[config.mk]
export PLATFORM = sky130hd
export DESIGN_NAME = game_controller
export DESIGN_NICKNAME = d
export VERILOG_FILES = /design/src/rtl/game_pkg.sv /design/src/rtl/dir_queue.sv /design/src/rtl/game_controller.sv
export SDC_FILE = /design/constraint.sdc
export NUM_CORES = 1
export LEC_CHECK = 0
export ABC_CLOCK_PERIOD_IN_PS = 4400
export BUFFER_PORTS_ARGS = -buffer_cell sky130_fd_sc_hd__buf_4
export CAP_MARGIN = 20
export CORE_MARGIN = 2
export CORE_UTILIZATION = 66
export DETAILED_ROUTE_END_ITERATION = 8
export GPL_ROUTABILITY_DRIVEN = 1
export PLACE_DENSITY = 0.95
export SLEW_MARGIN = 20
export SYNTH_ARGS = -nofsm -noshare
export SYNTH_HDL_FRONTEND = slang
export SYNTH_HIERARCHICAL = 1
export SYNTH_SLANG_ARGS = --single-unit
export TNS_END_PERCENT = 5
[constraint.sdc]
create_clock -name clk -period 4.4 [get_ports clk]
set_clock_uncertainty 0.1 [all_clocks]
set_input_delay 0.44 -clock clk [delete_from_list [all_inputs] [get_ports clk]]
set_output_delay 0.44 -clock clk [all_outputs]
set_load 0.1 [all_outputs]
[src/rtl/game_pkg.sv]
// Shared encodings for the snake game controller: game states, directions
// and the reverse-direction helper.
package game_pkg;

  typedef enum logic [1:0] {
    ST_IDLE  = 2'd0,
    ST_RUN   = 2'd1,
    ST_PAUSE = 2'd2,
    ST_OVER  = 2'd3
  } game_state_t;

  typedef enum logic [1:0] {
    DIR_UP    = 2'd0,
    DIR_RIGHT = 2'd1,
    DIR_DOWN  = 2'd2,
    DIR_LEFT  = 2'd3
  } dir_t;

  // Opposite directions differ only in bit 1.
  function automatic logic [1:0] dir_reverse(input logic [1:0] d);
    return d ^ 2'd2;
  endfunction

endpackage

[src/rtl/dir_queue.sv]
// Two-entry buffer of pending direction changes. A request is dropped when it
// repeats or reverses the last queued direction (or ref_dir when empty).
module dir_queue
  import game_pkg::*;
(
  input  logic       clk,
  input  logic       rst_n,
  input  logic       push,
  input  logic [1:0] dir_in,
  input  logic [1:0] ref_dir,
  input  logic       pop,
  input  logic       flush,
  output logic [1:0] head,
  output logic       empty,
  output logic       full
);

  logic [1:0] q0, q1;
  logic [1:0] count;
  logic [1:0] cmp_dir;
  logic       accept;
  logic       pop_eff;

  assign empty   = (count == 2'd0);
  assign full    = (count == 2'd2);
  assign head    = q0;
  assign cmp_dir = (count == 2'd2) ? q1 : (count == 2'd1) ? q0 : ref_dir;
  assign accept  = push && !full && (dir_in != cmp_dir) && (dir_in != dir_reverse(cmp_dir));
  assign pop_eff = pop && !empty;

  // A same-cycle push into an empty queue is never what gets popped.
  always_ff @(posedge clk or negedge rst_n) begin
    if (!rst_n) begin
      q0    <= DIR_RIGHT;
      q1    <= DIR_RIGHT;
      count <= 2'd0;
    end else if (flush) begin
      count <= 2'd0;
    end else begin
      case ({pop_eff, accept})
        2'b11: q0 <= dir_in;
        2'b10: begin
          q0    <= q1;
          count <= count - 2'd1;
        end
        2'b01: begin
          if (count == 2'd0) q0 <= dir_in;
          else               q1 <= dir_in;
          count <= count + 2'd1;
        end
        default: ;
      endcase
    end
  end

endmodule

[src/rtl/game_controller.sv]
// Snake game sequencer: state machine, step-rate timer with speed-up, score.
// Define GAME_HISCORE_EN to add the hiscore output.
module game_controller
  import game_pkg::*;
#(
  parameter int TICK_INIT       = 12000000,
  parameter int TICK_MIN        = 3000000,
  parameter int TICK_STEP       = 1000000,
  parameter int FOODS_PER_LEVEL = 4,
  parameter int SCORE_BITS      = 10
) (
  input  logic                  clk,
  input  logic                  rst_n,
  input  logic                  start_req,
  input  logic                  pause_req,
  input  logic                  dir_valid,
  input  logic [1:0]            dir_in,
  input  logic                  field_ate,
  input  logic                  field_dead,
  output logic                  field_start,
  output logic                  field_step,
  output logic [1:0]            field_dir,
  output logic [1:0]            state,
  output logic [SCORE_BITS-1:0] score,
  output logic [3:0]            level
`ifdef GAME_HISCORE_EN
  ,
  output logic [SCORE_BITS-1:0] hiscore
`endif
);

  localparam int CNT_W  = $clog2(TICK_INIT);
  localparam int PER_W  = $clog2(TICK_INIT + 1);
  localparam int FOOD_W = $clog2(FOODS_PER_LEVEL + 1);

  logic [1:0]            rst_pipe;
  logic                  rst_sync_n;
  game_state_t           st;
  logic [CNT_W-1:0]      cnt;
  logic [PER_W-1:0]      period;
  logic [PER_W-1:0]      period_m1;
  logic [FOOD_W-1:0]     food_cnt;
  logic                  running, dead_hit, active, wrap, ate_now, q_push, q_pop;
  logic [1:0]            q_head, step_dir;
  logic                  q_empty, q_full;
  logic [SCORE_BITS-1:0] score_inc;

  always_ff @(posedge clk or negedge rst_n) begin
    if (!rst_n) rst_pipe <= 2'b00;
    else        rst_pipe <= {rst_pipe[0], 1'b1};
  end
  assign rst_sync_n = rst_pipe[1];

  function automatic logic [PER_W-1:0] next_period(input logic [PER_W-1:0] p);
    if (32'(p) >= 32'(TICK_MIN + TICK_STEP)) return PER_W'(32'(p) - 32'(TICK_STEP));
    else                                     return PER_W'(TICK_MIN);
  endfunction

  assign running   = (st == ST_RUN);
  assign dead_hit  = field_dead && (st == ST_RUN || st == ST_PAUSE);
  // The timer runs in any cycle that stays in or re-enters RUN.
  assign active    = !start_req && !dead_hit &&
                     ((running && !pause_req) || (st == ST_PAUSE && pause_req));
  assign period_m1 = period - PER_W'(1);
  assign wrap      = (PER_W'(cnt) >= period_m1);
  assign ate_now   = running && field_ate && !start_req;
  assign q_pop     = active && wrap;
  assign q_push    = dir_valid && running && !start_req && !dead_hit && !q_full;
  assign step_dir  = q_empty ? field_dir : q_head;
  assign score_inc = (&score) ? score : score + SCORE_BITS'(1);
  assign state     = st;

  dir_queue u_dir_queue (
    .clk     (clk),
    .rst_n   (rst_sync_n),
    .push    (q_push),
    .dir_in  (dir_in),
    .ref_dir (field_dir),
    .pop     (q_pop),
    .flush   (start_req),
    .head    (q_head),
    .empty   (q_empty),
    .full    (q_full)
  );

  always_ff @(posedge clk or negedge rst_sync_n) begin
    if (!rst_sync_n) begin
      st          <= ST_IDLE;
      field_start <= 1'b0;
      field_step  <= 1'b0;
      field_dir   <= DIR_RIGHT;
      score       <= '0;
      level       <= 4'd0;
      period      <= PER_W'(TICK_INIT);
      cnt         <= '0;
      food_cnt    <= '0;
    end else begin
      field_start <= 1'b0;
      field_step  <= 1'b0;
      if (start_req) begin
        field_start <= 1'b1;
        st          <= ST_RUN;
        field_dir   <= DIR_RIGHT;
        score       <= '0;
        level       <= 4'd0;
        period      <= PER_W'(TICK_INIT);
        cnt         <= '0;
        food_cnt    <= '0;
      end else begin
        if (dead_hit)                         st <= ST_OVER;
        else if (running && pause_req)        st <= ST_PAUSE;
        else if (st == ST_PAUSE && pause_req) st <= ST_RUN;

        if (active) begin
          if (wrap) begin
            cnt        <= '0;
            field_step <= 1'b1;
            field_dir  <= step_dir;
          end else begin
            cnt <= cnt + CNT_W'(1);
          end
        end

        // A shortened period is picked up by the >= compare in wrap.
        if (ate_now) begin
          score <= score_inc;
          if (food_cnt == FOOD_W'(FOODS_PER_LEVEL - 1)) begin
            food_cnt <= '0;
            if (level != 4'hf) level <= level + 4'd1;
            period <= next_period(period);
          end else begin
            food_cnt <= food_cnt + FOOD_W'(1);
          end
        end
      end
    end
  end

`ifdef GAME_HISCORE_EN
  logic [SCORE_BITS-1:0] score_final;
  assign score_final = ate_now ? score_inc : score;

  always_ff @(posedge clk or negedge rst_sync_n) begin
    if (!rst_sync_n)
      hiscore <= '0;
    else if (dead_hit && !start_req && score_final > hiscore)
      hiscore <= score_final;
  end
`endif

endmodule

; ---- Word-level counts from Yosys, hierarchy flattened
; Cells that the tools add are included.
; W data, S select, Z words.
[totals]
register_bits = 79
elab_cells = 115
[classes]
addsub = 8
n_lt_le_gt_ge = 2
n_eq_ne = 14
mux = 35
n_bitwise = 3
n_reduce_logical = 40
[op_table]
columns = cell, count
row1 = $mux W24, 7
row2 = $mux W10, 3
row3 = $add A24 B1 Y24 const B, 1
row4 = $ge A24 B22 Y1 const B, 1
row5 = $ge A24 B24 Y1, 1
row6 = $mux W2, 12
row7 = $sub A24 B1 Y24 const B, 1
row8 = $sub A24 B20 Y24 const B, 1
row9 = $logic_and A1 B1 Y1, 17
row10 = $mux W4, 4
row11 = $reduce_and A3 Y1, 4
row12 = $add A10 B1 Y10 const B, 1
row13 = $reduce_and A10 Y1, 1
row14 = $reduce_bool A2 Y1, 5
row15 = $mux W3, 3
row16 = $eq A2 B2 Y1 const B, 4
row17 = $eq A2 B1 Y1 const B, 3
row18 = $ne A2 B2 Y1 const B, 3
row19 = $pmux W2 S3, 1
row20 = $reduce_bool A3 Y1, 2
row21 = $logic_not A1 Y1, 5
row22 = $add A4 B1 Y4 const B, 1
row23 = $mux W1, 4
row24 = $ne A2 B2 Y1, 2
row25 = 11 further kinds, 15

; ---- Depth between registers and ports, before layout
; Gate-level depths: netlist of the first run.
[depth]
depth_word = 12
ltp_mapped = 16

; ---- Modules after synthesis
; Netlist of the first run, hierarchy kept.
[by_module_without_submodules]
columns = mod, instances, cells_each, area_per_inst_um2, seq_area_each_um2
row1 = game_controller, 1, 478, 4326.6, 1690.4
row2 = dir_queue, 1, 44, 490.5, 152.6

; ---- Worst setup path after synthesis of the first run
; No wires, ideal clock.
[synth_timing]
kind = flip-flop to flip-flop
from = register period[10]
to = register u_dir_queue.count[1]
t_arrival_ns = 3.891
path_slack_ns = 0.326
stages_incl_launch_ff = 15
n_path_buf = 1
cell_sequence = dfrtp_1 > clkbuf_1 > or3_1 > nor3_1 > nand3_1 > nor4_1 > xnor2_1 > ha_1 > nand4_1 > nor4_1 > a222oi_1 > a21boi_0 > nor2b_1 > or3_1 > a41oi_2
[synth_via]
elab_chain_cells = 7
elab_cells_between_ends = 9
[synth_rtl]
columns = element, line_no
row1 = from (decl), game_controller.sv:40  ; logic [PER_W-1:0] period;
row2 = from (signal assigned), game_controller.sv:94  ; period <= PER_W'(TICK_INIT);
row3 = from (signal assigned), game_controller.sv:106  ; period <= PER_W'(TICK_INIT);
row4 = from (signal assigned), game_controller.sv:130  ; period <= next_period(period);
row5 = $sub A24 B1 Y24 (*), game_controller.sv:64  ; assign period_m1 = period - PER_W'(1);
row6 = $ge A24 B24 Y1 (*), game_controller.sv:65  ; assign wrap = (PER_W'(cnt) >= period_m1);
row7 = $logic_and A1 B1 Y1 (*), game_controller.sv:67  ; assign q_pop = active && wrap;
row8 = named net q_pop, game_controller.sv:43  ; logic running, dead_hit, active, wrap, ate_now, q_push, q_pop;
row9 = $logic_and A1 B1 Y1 (*), dir_queue.sv:29  ; assign pop_eff = pop && !empty;
row10 = $eq A2 B1 Y1 / $eq A2 B2 Y1 (equally long branches), dir_queue.sv:40  ; case ({pop_eff, accept})
row11 = $pmux W2 S2, dir_queue.sv:40
row12 = $mux W2, dir_queue.sv:37  ; end else if (flush) begin
row13 = to (signal assigned), dir_queue.sv:44  ; count <= count - 2'd1;
row14 = to (signal assigned), dir_queue.sv:49  ; count <= count + 2'd1;
row15 = to (decl), dir_queue.sv:19  ; logic [1:0] count;
; The timed path passes the listed nets; every way through them passes the cells marked *.
; A chain may end at the register's enable or synchronous reset.

; ---- Worst setup path after layout of the first run
[layout_timing]
from = register period[9]
to = register cnt[22]
[layout_via]
elab_chain_cells = 5
[layout_rtl]
columns = element, line_no
row1 = $sub A24 B1 Y24, game_controller.sv:64
row2 = $ge A24 B24 Y1, game_controller.sv:65
row3 = $mux W24, game_controller.sv:115  ; if (wrap) begin
row4 = $mux W24, game_controller.sv:114  ; if (active) begin
row5 = $mux W24, game_controller.sv:100  ; if (start_req) begin
row6 = to (signal assigned), game_controller.sv:120  ; cnt <= cnt + CNT_W'(1);
row7 = to (decl), game_controller.sv:39  ; logic [CNT_W-1:0] cnt;
; Every way passes these cells. The select of a mux whose other input is x is not followed.

==> results of run 1 <==
## cells by family after synthesis
kind of cell / after synthesis
xor gates and xnor gates: 27
adders and majority gates: 30
and+or+nand+nor: 215
other: 1
buffers and inverters: 40
DFF: 73
muxes: 17
AOI/OAI and AO/OA: 119
## worst paths after layout
kind                             start           endpoint  cells past startpoint
setup reg to reg             period[9]            cnt[22]                     14
min in group asynchronous  rst_pipe[1]             cnt[0]                      0
setup / recovery             period[9]            cnt[22]                     14
hold reg to reg            rst_pipe[1]             cnt[0]                      0
hold / removal               dir_in[1]  u_dir_queue/q1[1]                      2
max in group asynchronous  rst_pipe[1]         period[20]                      1
## metrics by stage
stage	hold WS, ns	util [%]	setup slack (ns)	area [µm²]
2_1_floorplan	0.04441	-	0.3256	4817
3_3_place_gp	0.1223	71.26	0.5363	5114
3_5_place_dp	0.1231	71.26	0.2707	5114
4_1_cts	0.2519	74.12	0.1574	5319
5_1_grt	0.2608	74.35	0.01704	5335
6_report	0.2528	74.35	0.2888	5335
## flip-flops by register name, indices dropped and copies added, names as in the netlist
| name | count |
|---|---|
| field_start | 1 |
| level | 4 |
| u_dir_queue/head | 2 |
| period | 18 |
| score | 10 |
| field_step | 1 |
| state | 2 |
| cnt | 24 |
| u_dir_queue/q1 | 2 |
| u_dir_queue/count | 2 |
| food_cnt | 3 |
| rst_pipe | 2 |
| field_dir | 2 |
## power by group through the flow
stage | Clock [mW] | Combinational [mW] | Sequential (mW)
after floorplan | 0 | 0.0899 | 0.787
after global placement | 0 | 0.181 | 0.738
after detailed placement | 0 | 0.188 | 0.739
after CTS | 0.536 | 0.190 | 0.727
after global routing | 0.560 | 0.205 | 0.731
final | 0.532 | 0.191 | 0.727
## layout make-up
cell class	count	area share (%)
Inverter	15	1.055
Tap cell	99	2.322
Clock buffer	9	2.322
Timing Repair Buffer	40	5.675
Sequential cell	73	34.57
Clock inverter	7	1.337
Multi-Input combinational cell	409	52.72
## metal layers
layer / part of all wire [%] / routed length [µm]
met1: 40 / 4791
met2: 50 / 5928
met5: 0 / 0
met3: 6.5 / 774
met4: 3.6 / 429
## repair_timing
| action | in CTS | in global routing |
|---|---|---|
| endpoints found under the setup margin | 0 | 19 |
| hold endpoints to repair | 2 | 0 |
| gates resized for setup | 0 | 4 |
| hold buffers | 1 | 0 |
## layout by cell type, fill, tap and decap left out, types with 15 or more instances in the layout
cell / netlist / layout
sky130_fd_sc_hd__inv_1: 15 / 15
sky130_fd_sc_hd__buf_4: 3 / 39
sky130_fd_sc_hd__nand2_1: 57 / 57
sky130_fd_sc_hd__nand3_1: 30 / 30
sky130_fd_sc_hd__dfrtp_1: 60 / 59
sky130_fd_sc_hd__xnor2_1: 16 / 16
sky130_fd_sc_hd__nor2_1: 33 / 33
sky130_fd_sc_hd__o21ai_0: 28 / 28
sky130_fd_sc_hd__a21oi_1: 32 / 32
sky130_fd_sc_hd__ha_1: 30 / 30
==> summary by stage, run 1 <==
Power
Total power for the finished layout comes to 1.451 mW. The switching share of power is between 20% and 30%. The internal power consumption is between 1 and 1.5 mW. Combinational logic is responsible for 13.2% of the overall power.

Of the total power, registers draw 50.1%. Power spread over the standard cell area amounts to 271.9 mW/mm². The power spent charging and discharging nets is 0.4330 mW.

The fraction of power consumed by the clock network is 36.7%. The static leakage is 2.233 nW. The worst-case IR drop observed on VDD is 0.2604 mV.

Run status
The run finished with clean final reports.

Timing
The tightest slew margin relative to the limit is between 30% and 40%. The count of endpoints failing hold in the final timing report is 0. The share of the clock period used by the worst path is between 90% and 100%. The actual slew at the worst max-slew pin is 0.9228 ns. Setup repair after global routing left no endpoint under its margin. Summed over all failing endpoints, the final setup total negative slack is 0 ns.

The upper clock frequency limit is 0.2432 GHz. The shortest clock period the worst path allows after layout is ~4 ns. The number of pins with negative max-slew slack in the final report is 0. The number of failing setup endpoints in the final timing report is 0.

Clock network
The clock insertion delay at the later pin of the skew report is 0.36 ns. The number of buffers added by the clock tree synthesis step is 9. The total number of H-tree levels is 3. The clock-pin slew on the worst setup and hold paths is about 0.09 ns. The root buffer cell chosen for the clock tree is sky130_fd_sc_hd__clkbuf_8. For this design, the sink count on the clock tree is 73.

The buffers inserted during post-CTS setup optimization is 0. The longest clock path from root to sink contains 2 buffers. The clock tree from TritonCTS is built.

Critical path
The setup check on the worst reg-to-reg path leaves a slack of between 0.2 and 0.3 ns. For the worst setup path, the data arrival time is 4.30 ns. The kind of cell with the highest combined delay along the critical path is simple AND/OR/NAND/NOR gates. The most common cell type on the critical path is sky130_fd_sc_hd__buf_4. Traced cell by cell, the critical path runs through or3_1 -> nor3_2 -> nand2_1 -> nor4_1 -> xnor2_1 -> ha_1 -> a21oi_1 -> o21ai_0 -> a222oi_1 -> buf_4 -> and3_1 -> buf_4 -> nand4_1 -> mux2i_1. The critical path is of the reg2reg type. Along the worst path, the maximum fanout reaches 18. The worst setup path is launched from a flip-flop. Data on the critical path is required at its endpoint by around 4.6 ns.

The cell with the largest stage delay on the worst path is sky130_fd_sc_hd__dfstp_2. STA classifies the critical path endpoint as a flip-flop. The largest single stage delay on the critical path is 0.46 ns. Together, buffers and inverters on the worst path number 2.

Yosys
The synthesized design contains 73 register bits. The synthesized netlist devotes between 5 and 6% of its cell area to XOR and XNOR gates. In the synthesized netlist the dominant register cell turns out to be sky130_fd_sc_hd__dfrtp_1. The post-synthesis cell type with the largest combined area is sky130_fd_sc_hd__dfrtp_1. The yosys synthesis warning count is 6. Counting distinct cell types in the post-synthesis netlist gives 70.

The most frequent cell after synthesis is sky130_fd_sc_hd__dfrtp_1. By count the netlist is led by 60 x sky130_fd_sc_hd__dfrtp_1, 57 x sky130_fd_sc_hd__nand2_1, 33 x sky130_fd_sc_hd__nor2_1. Summing the areas of all fa, ha and maj instances in the mapped netlist gives 7.792% of the synthesized area. Summing the areas of all compound-gate instances in the mapped netlist gives 17.64% of the synthesized area. Sorting the synthesized cells by area gives the leading types as sky130_fd_sc_hd__dfrtp_1 31%, sky130_fd_sc_hd__ha_1 7.8%, sky130_fd_sc_hd__dfstp_2 7.1%, sky130_fd_sc_hd__nand2_1 4.4%, sky130_fd_sc_hd__a21oi_1 3.3%.

Summing the areas of all and, or, nand and nor instances in the mapped netlist gives 23.17% of the synthesized area. After synthesis, the largest family of logic cells by area is simple AND/OR/NAND/NOR gates. Yosys mapped a number of flops with a built-in enable equal to 0. The post-synth design cell area is just under 0.005 mm². The average footprint of a synthesized cell is 9.228 µm².

The instance count of the mapped netlist is 522. The net count after synthesis is 561. The fraction of synthesized cell area taken by the top area cell type is roughly 31%. The fraction of the yosys area taken by sequential cells is 38.26%.

The portion of synthesized area spent on multiplexers is 4.182%. Of all flip-flops after synthesis, the portion carrying an async set or reset was between 90% and 100%.

GRT
The number of global-route vias before repair is between 4000 and 5000. For met2 alone, demand over resource in global routing was 51.18%. For met1 alone, demand over resource in global routing was 39.07%. In the global route stage, met3 resource usage came out at 6.464%. The number of antenna violations at the first check in global routing is 0.

The most utilized layer in the global route result is met2. The maximum number of pins on one net before global-route repair is between 40 and 50. Global routing finished with a remaining overflow of 0.

Across every metal layer, demand over resource in global routing totals 31.06%. The first global-routing pass estimated about 19 mm of wire.

Final layout
The final layout contains 587 nets. The total area of multi-input combinational cells is 0.002813 mm². After filler insertion, the fill cell instance count of the layout stands at 453. The total inserted antenna cells is 0.

In the final layout, the share of cells above drive strength 1 is ~17%. The register cell area after layout is around 0.0018 mm². The area added between synthesis and finish is 10.75%.

Leaving out filler cells and counting taps, the final layout contains 652.

Detailed routing
The overall via count from detail_route is 4372. The ratio of routed vias to standard cells is 6.706. The final routed wire length divided by cell count is about 18 µm. Once detail routing completed, the nets flagged for antenna violations numbered 0. In this run, the number of DRC markers left after iteration 0 of detailed routing was 437. The final layout contains routed wiring with a total length of 11.92 mm. The remaining routing DRC violations is 0. The pre-antenna-repair detailed-routing pass consisted of 5 iterations.

Place
The weighted congestion at the end of routability-driven global placement is 0.9270. In this run the tool buffered the top-level ports with 28 buffer cells. The placed wire-length estimate after detailed placement is 8.013 mm.

In this run, placement finished with an instance count of 635.

Floorplanning
For this design the top-level I/O count stands at 29. The initial utilization of the core area, before any placement, comes to about two thirds. The total die area is 0.007998 mm².

The total number of placement rows is 31. The die outline height is slightly below 90 µm. The area inside the core boundary is 0.007176 mm². The die width is 89.43 µm.

Job
The tool flagged a number of max-cap violations equal to 0.

Hold path
The min-delay analysis places its worst path in the category in2reg.
No activity file was read; power rests on OpenSTA's default activity.
==> inputs of run 2 (changes only) <==
- CORE_MARGIN: 2 -> 3
==> run 2 against run 1 <==
  * Count of clock-buffer cells in the layout is the same
  * Via count shrank 0.43%
  * Non-clock buffer count grew 1
  * First-iteration DRC count shrank 13%
  * Hold slack lost 0.063 ns
  * Sequential share of layout area shrank 0.35 points
  * Clock power grew 24%
  * Maximum frequency grew 1.2%
  * Routed wire length grew 0.70%
  * Register-to-register slack gained 0.05 ns
  * Worst setup slack gained 0.048 ns
  * Total power grew 9.1%
  * Critical endpoint is now u_dir_queue/head[1]
==> summary by stage, run 2 (synthesized netlist as in run 1, its figures left out) <==
Timing
The number of pins with negative max-slew slack in the final report was 0 (unchanged). The tightest hold margin is 0.1901 ns (-0.06268 ns). The shortest clock period the worst path allows after layout came to 4.064 ns (-0.04764 ns). The setup total negative slack came to 0 ns (unchanged).

Setup repair after global routing left no endpoint under its margin. The actual slew at the worst max-slew pin is 0.7987 ns (-0.1241 ns). The count of endpoints failing hold in the final timing report is 0 (unchanged).

The upper clock frequency limit is 0.2461 GHz (+1.2%). The number of failing setup endpoints in the final timing report is 0 (unchanged). The share of the clock period used by the worst path is 92.35% (-1.1 points). The tightest slew margin relative to the limit came to 46.75% (+8.3 points).

Critical path
The kind of critical path is reg2reg. The largest fanout on the critical path came to 6 (-12). The kind of end point of the critical path is a flip-flop.

The data required time at the worst endpoint is 4.54 ns (-0.04 ns). The family with the most delay on the worst path is simple AND/OR/NAND/NOR gates. The stage delay of the slowest cell on the critical path is 0.38 ns (-0.08 ns). STA classifies the critical path startpoint as a flip-flop. The critical path buffer and inverter count was 0 (-2). The arrival time of the worst setup path is 4.21 ns (-0.09 ns). Among the stages of the critical path, the cell type that occurs most often is sky130_fd_sc_hd__nor4_1. The critical path goes through nor2_1 -> nand2_1 -> nor3_1 -> nand3_1 -> nor4_1 -> xnor2_1 -> ha_1 -> nand4_1 -> nor4_1 -> a222oi_1 -> a21boi_0 -> nand2b_1 -> a31oi_1 -> mux2_2. The cell with the largest stage delay on the worst path is sky130_fd_sc_hd__dfrtp_1. The internal reg-to-reg setup slack is 0.34 ns (+0.05 ns).

Floorplanning
The total number of placement rows is 30 (-3.2%). The total die area was 0.008359 mm² (+4.5%). The die outline height is 91.43 µm (+2.2%). The area inside the core boundary is 0.006944 mm² (-3.2%). The I/O pin count is 29 (unchanged).

The die width is 91.43 µm (+2.2%). The starting density of the core came to 69.37% (+2.2 points).

GRT
The maximum number of pins on one net before global-route repair is 45 (+4.7%). The global-route wire length before repair is 20.15 mm (+5.4%). The total track usage is 29.66% (-1.4 points). The leftover overflow at the end of global routing was 0 (unchanged). The number of antenna violations at the first check in global routing was 0 (unchanged).

The number of global-route vias before repair is 4303 (+5.4%).

Detailed routing
The first-pass iteration count of the detailed router was 5 (unchanged). The overall via count from detail_route is 4353 (-0.43%). The ratio of routed vias to standard cells is 6.697 (-0.13%). The remaining routing DRC violations is 0 (unchanged). The number of nets with antenna violations after routing is 0 (unchanged). The DRC violation total after the first TritonRoute iteration is 380 (-13%). The final wirelength was 12.01 mm (+0.70%). The final routed wire length divided by cell count is 18.47 µm (+1.0%).

Job
The count of max-cap constraint violations is 0 (unchanged).

Clock network
The total number of H-tree levels is 3 (unchanged). The clock-pin slew on the worst setup and hold paths is 0.09 ns (about the same). The number of buffers added by the clock tree synthesis step is 9 (unchanged).

The clock insertion delay at the later pin of the skew report is 0.36 ns (about the same). TritonCTS built the clock tree. The buffer depth of the longest clock path is 2 (unchanged). The number of clock sinks is 73 (unchanged).

Clock tree synthesis selected as its root buffer the cell sky130_fd_sc_hd__clkbuf_8.

Power
The static leakage is 2.267 nW (+1.6%). The total power draw is 1.582 mW (+9.1%). The peak supply drop is 0.2462 mV (-5.5%).

The power per cell area is 293.6 mW/mm² (+8.0%).

Place
The placed wire-length estimate after detailed placement came to 8.091 mm (+0.96%). The number of I/O port buffers was 28 (unchanged). The weighted congestion at the end of routability-driven global placement is 0.8586 (-7.4%).

Final layout
Relative to the synthesized area, the layout overhead comes to 11.87%. The total inserted antenna cells came to 0 (unchanged). The largest register by flop count is cnt. The number of nets at the end of the flow is 588 (+0.17%). In the layout the commonest cells are 59 x sky130_fd_sc_hd__dfrtp_1, 57 x sky130_fd_sc_hd__nand2_1, 40 x sky130_fd_sc_hd__buf_4.

The flip-flop count of the largest register after layout was 24 (unchanged). The commonest non-fill, non-tap cell in the layout is sky130_fd_sc_hd__dfrtp_1. The share of cells above drive strength 1 was 16.79% (+0.15 points). The largest registers in the layout are cnt (24), period (18), score (10).

Hold path
The class of the worst hold path is reg2async.

Run status
The run finished with clean final reports.
## run 2: cell types whose count changed in the layout (fill, tap and decap cells not counted), sizes merged
cell      previous run  this run
clkinv               3         0
inv                 15        18
bufinv               1         3
clkinvlp             3         1
buf                 39        40
## run 2: path summary, 6_finish.rpt
kind	start	endpoint	cells after the start
min in group clk	dir_in[1]	u_dir_queue/q1[1]	2
worst min-delay path	rst_pipe[1]	cnt[2]	0
max in group asynchronous	rst_pipe[1]	period[16]	1
worst min register to register	rst_pipe[1]	cnt[2]	0
worst max-delay path	period[15]	u_dir_queue/head[1]	14
worst max register to register	period[15]	u_dir_queue/head[1]	14
## run 2: per-layer routing
metal  track usage (%)  vias to the layer above  part of all wire [%]
met5                 0                        -                     0
met1             37.10                     2107                    40
met4             12.94                        0                   2.7
met2             49.85                      238                    50
li1                  -                     1970                     -
met3             5.634                       38                   7.3
## run 2: cell type report
type	count	area, µm²
Fill cell	397	1555
Sequential cell	73	1844
Tap cell	96	120.1
Clock buffer	9	123.9
Timing Repair Buffer	41	310.3
Clock inverter	7	123.9
Inverter	15	56.30
Multi-Input combinational cell	409	2810
## run 2: what timing repair did
action | 4_1_cts | 5_1_grt
setup buffers | 0 | 0
hold buffers | 1 | 0
resized for setup | 0 | 3
endpoints found under the hold margin | 2 | 0
endpoints found under the setup margin | 0 | 18
## run 2: worst reg2reg max path: cells and delay by family, from the launching register on
family                   cells  cell delay, ns
AND/OR/NAND/NOR              8            1.91
multiplexers                 1            0.37
flip-flops                   1            0.38
AO/OA/AOI/OAI                3            0.76
adder cells (fa/ha/maj)      1            0.31
XOR/XNOR                     1            0.12
## run 2: stage by stage
| stage | cell area, µm² | setup WS [ns] | utilization (%) | instances |
|---|---|---|---|---|
| floorplan | 4817 | 0.3256 | - | 522 |
| global placement | 5117 | 0.5498 | 73.69 | 633 |
| detailed placement | 5117 | 0.3357 | 73.69 | 633 |
| CTS | 5375 | 0.1907 | 77.41 | 650 |
| global route | 5389 | 0.02747 | 77.60 | 650 |
| finish | 5389 | 0.3364 | 77.60 | 650 |
## run 2: power breakdown
group	switching [mW]	internal [mW]	total, mW
registers	0.0303	0.697	0.727
clock network	0.278	0.383	0.661
logic	0.134	0.0607	0.194
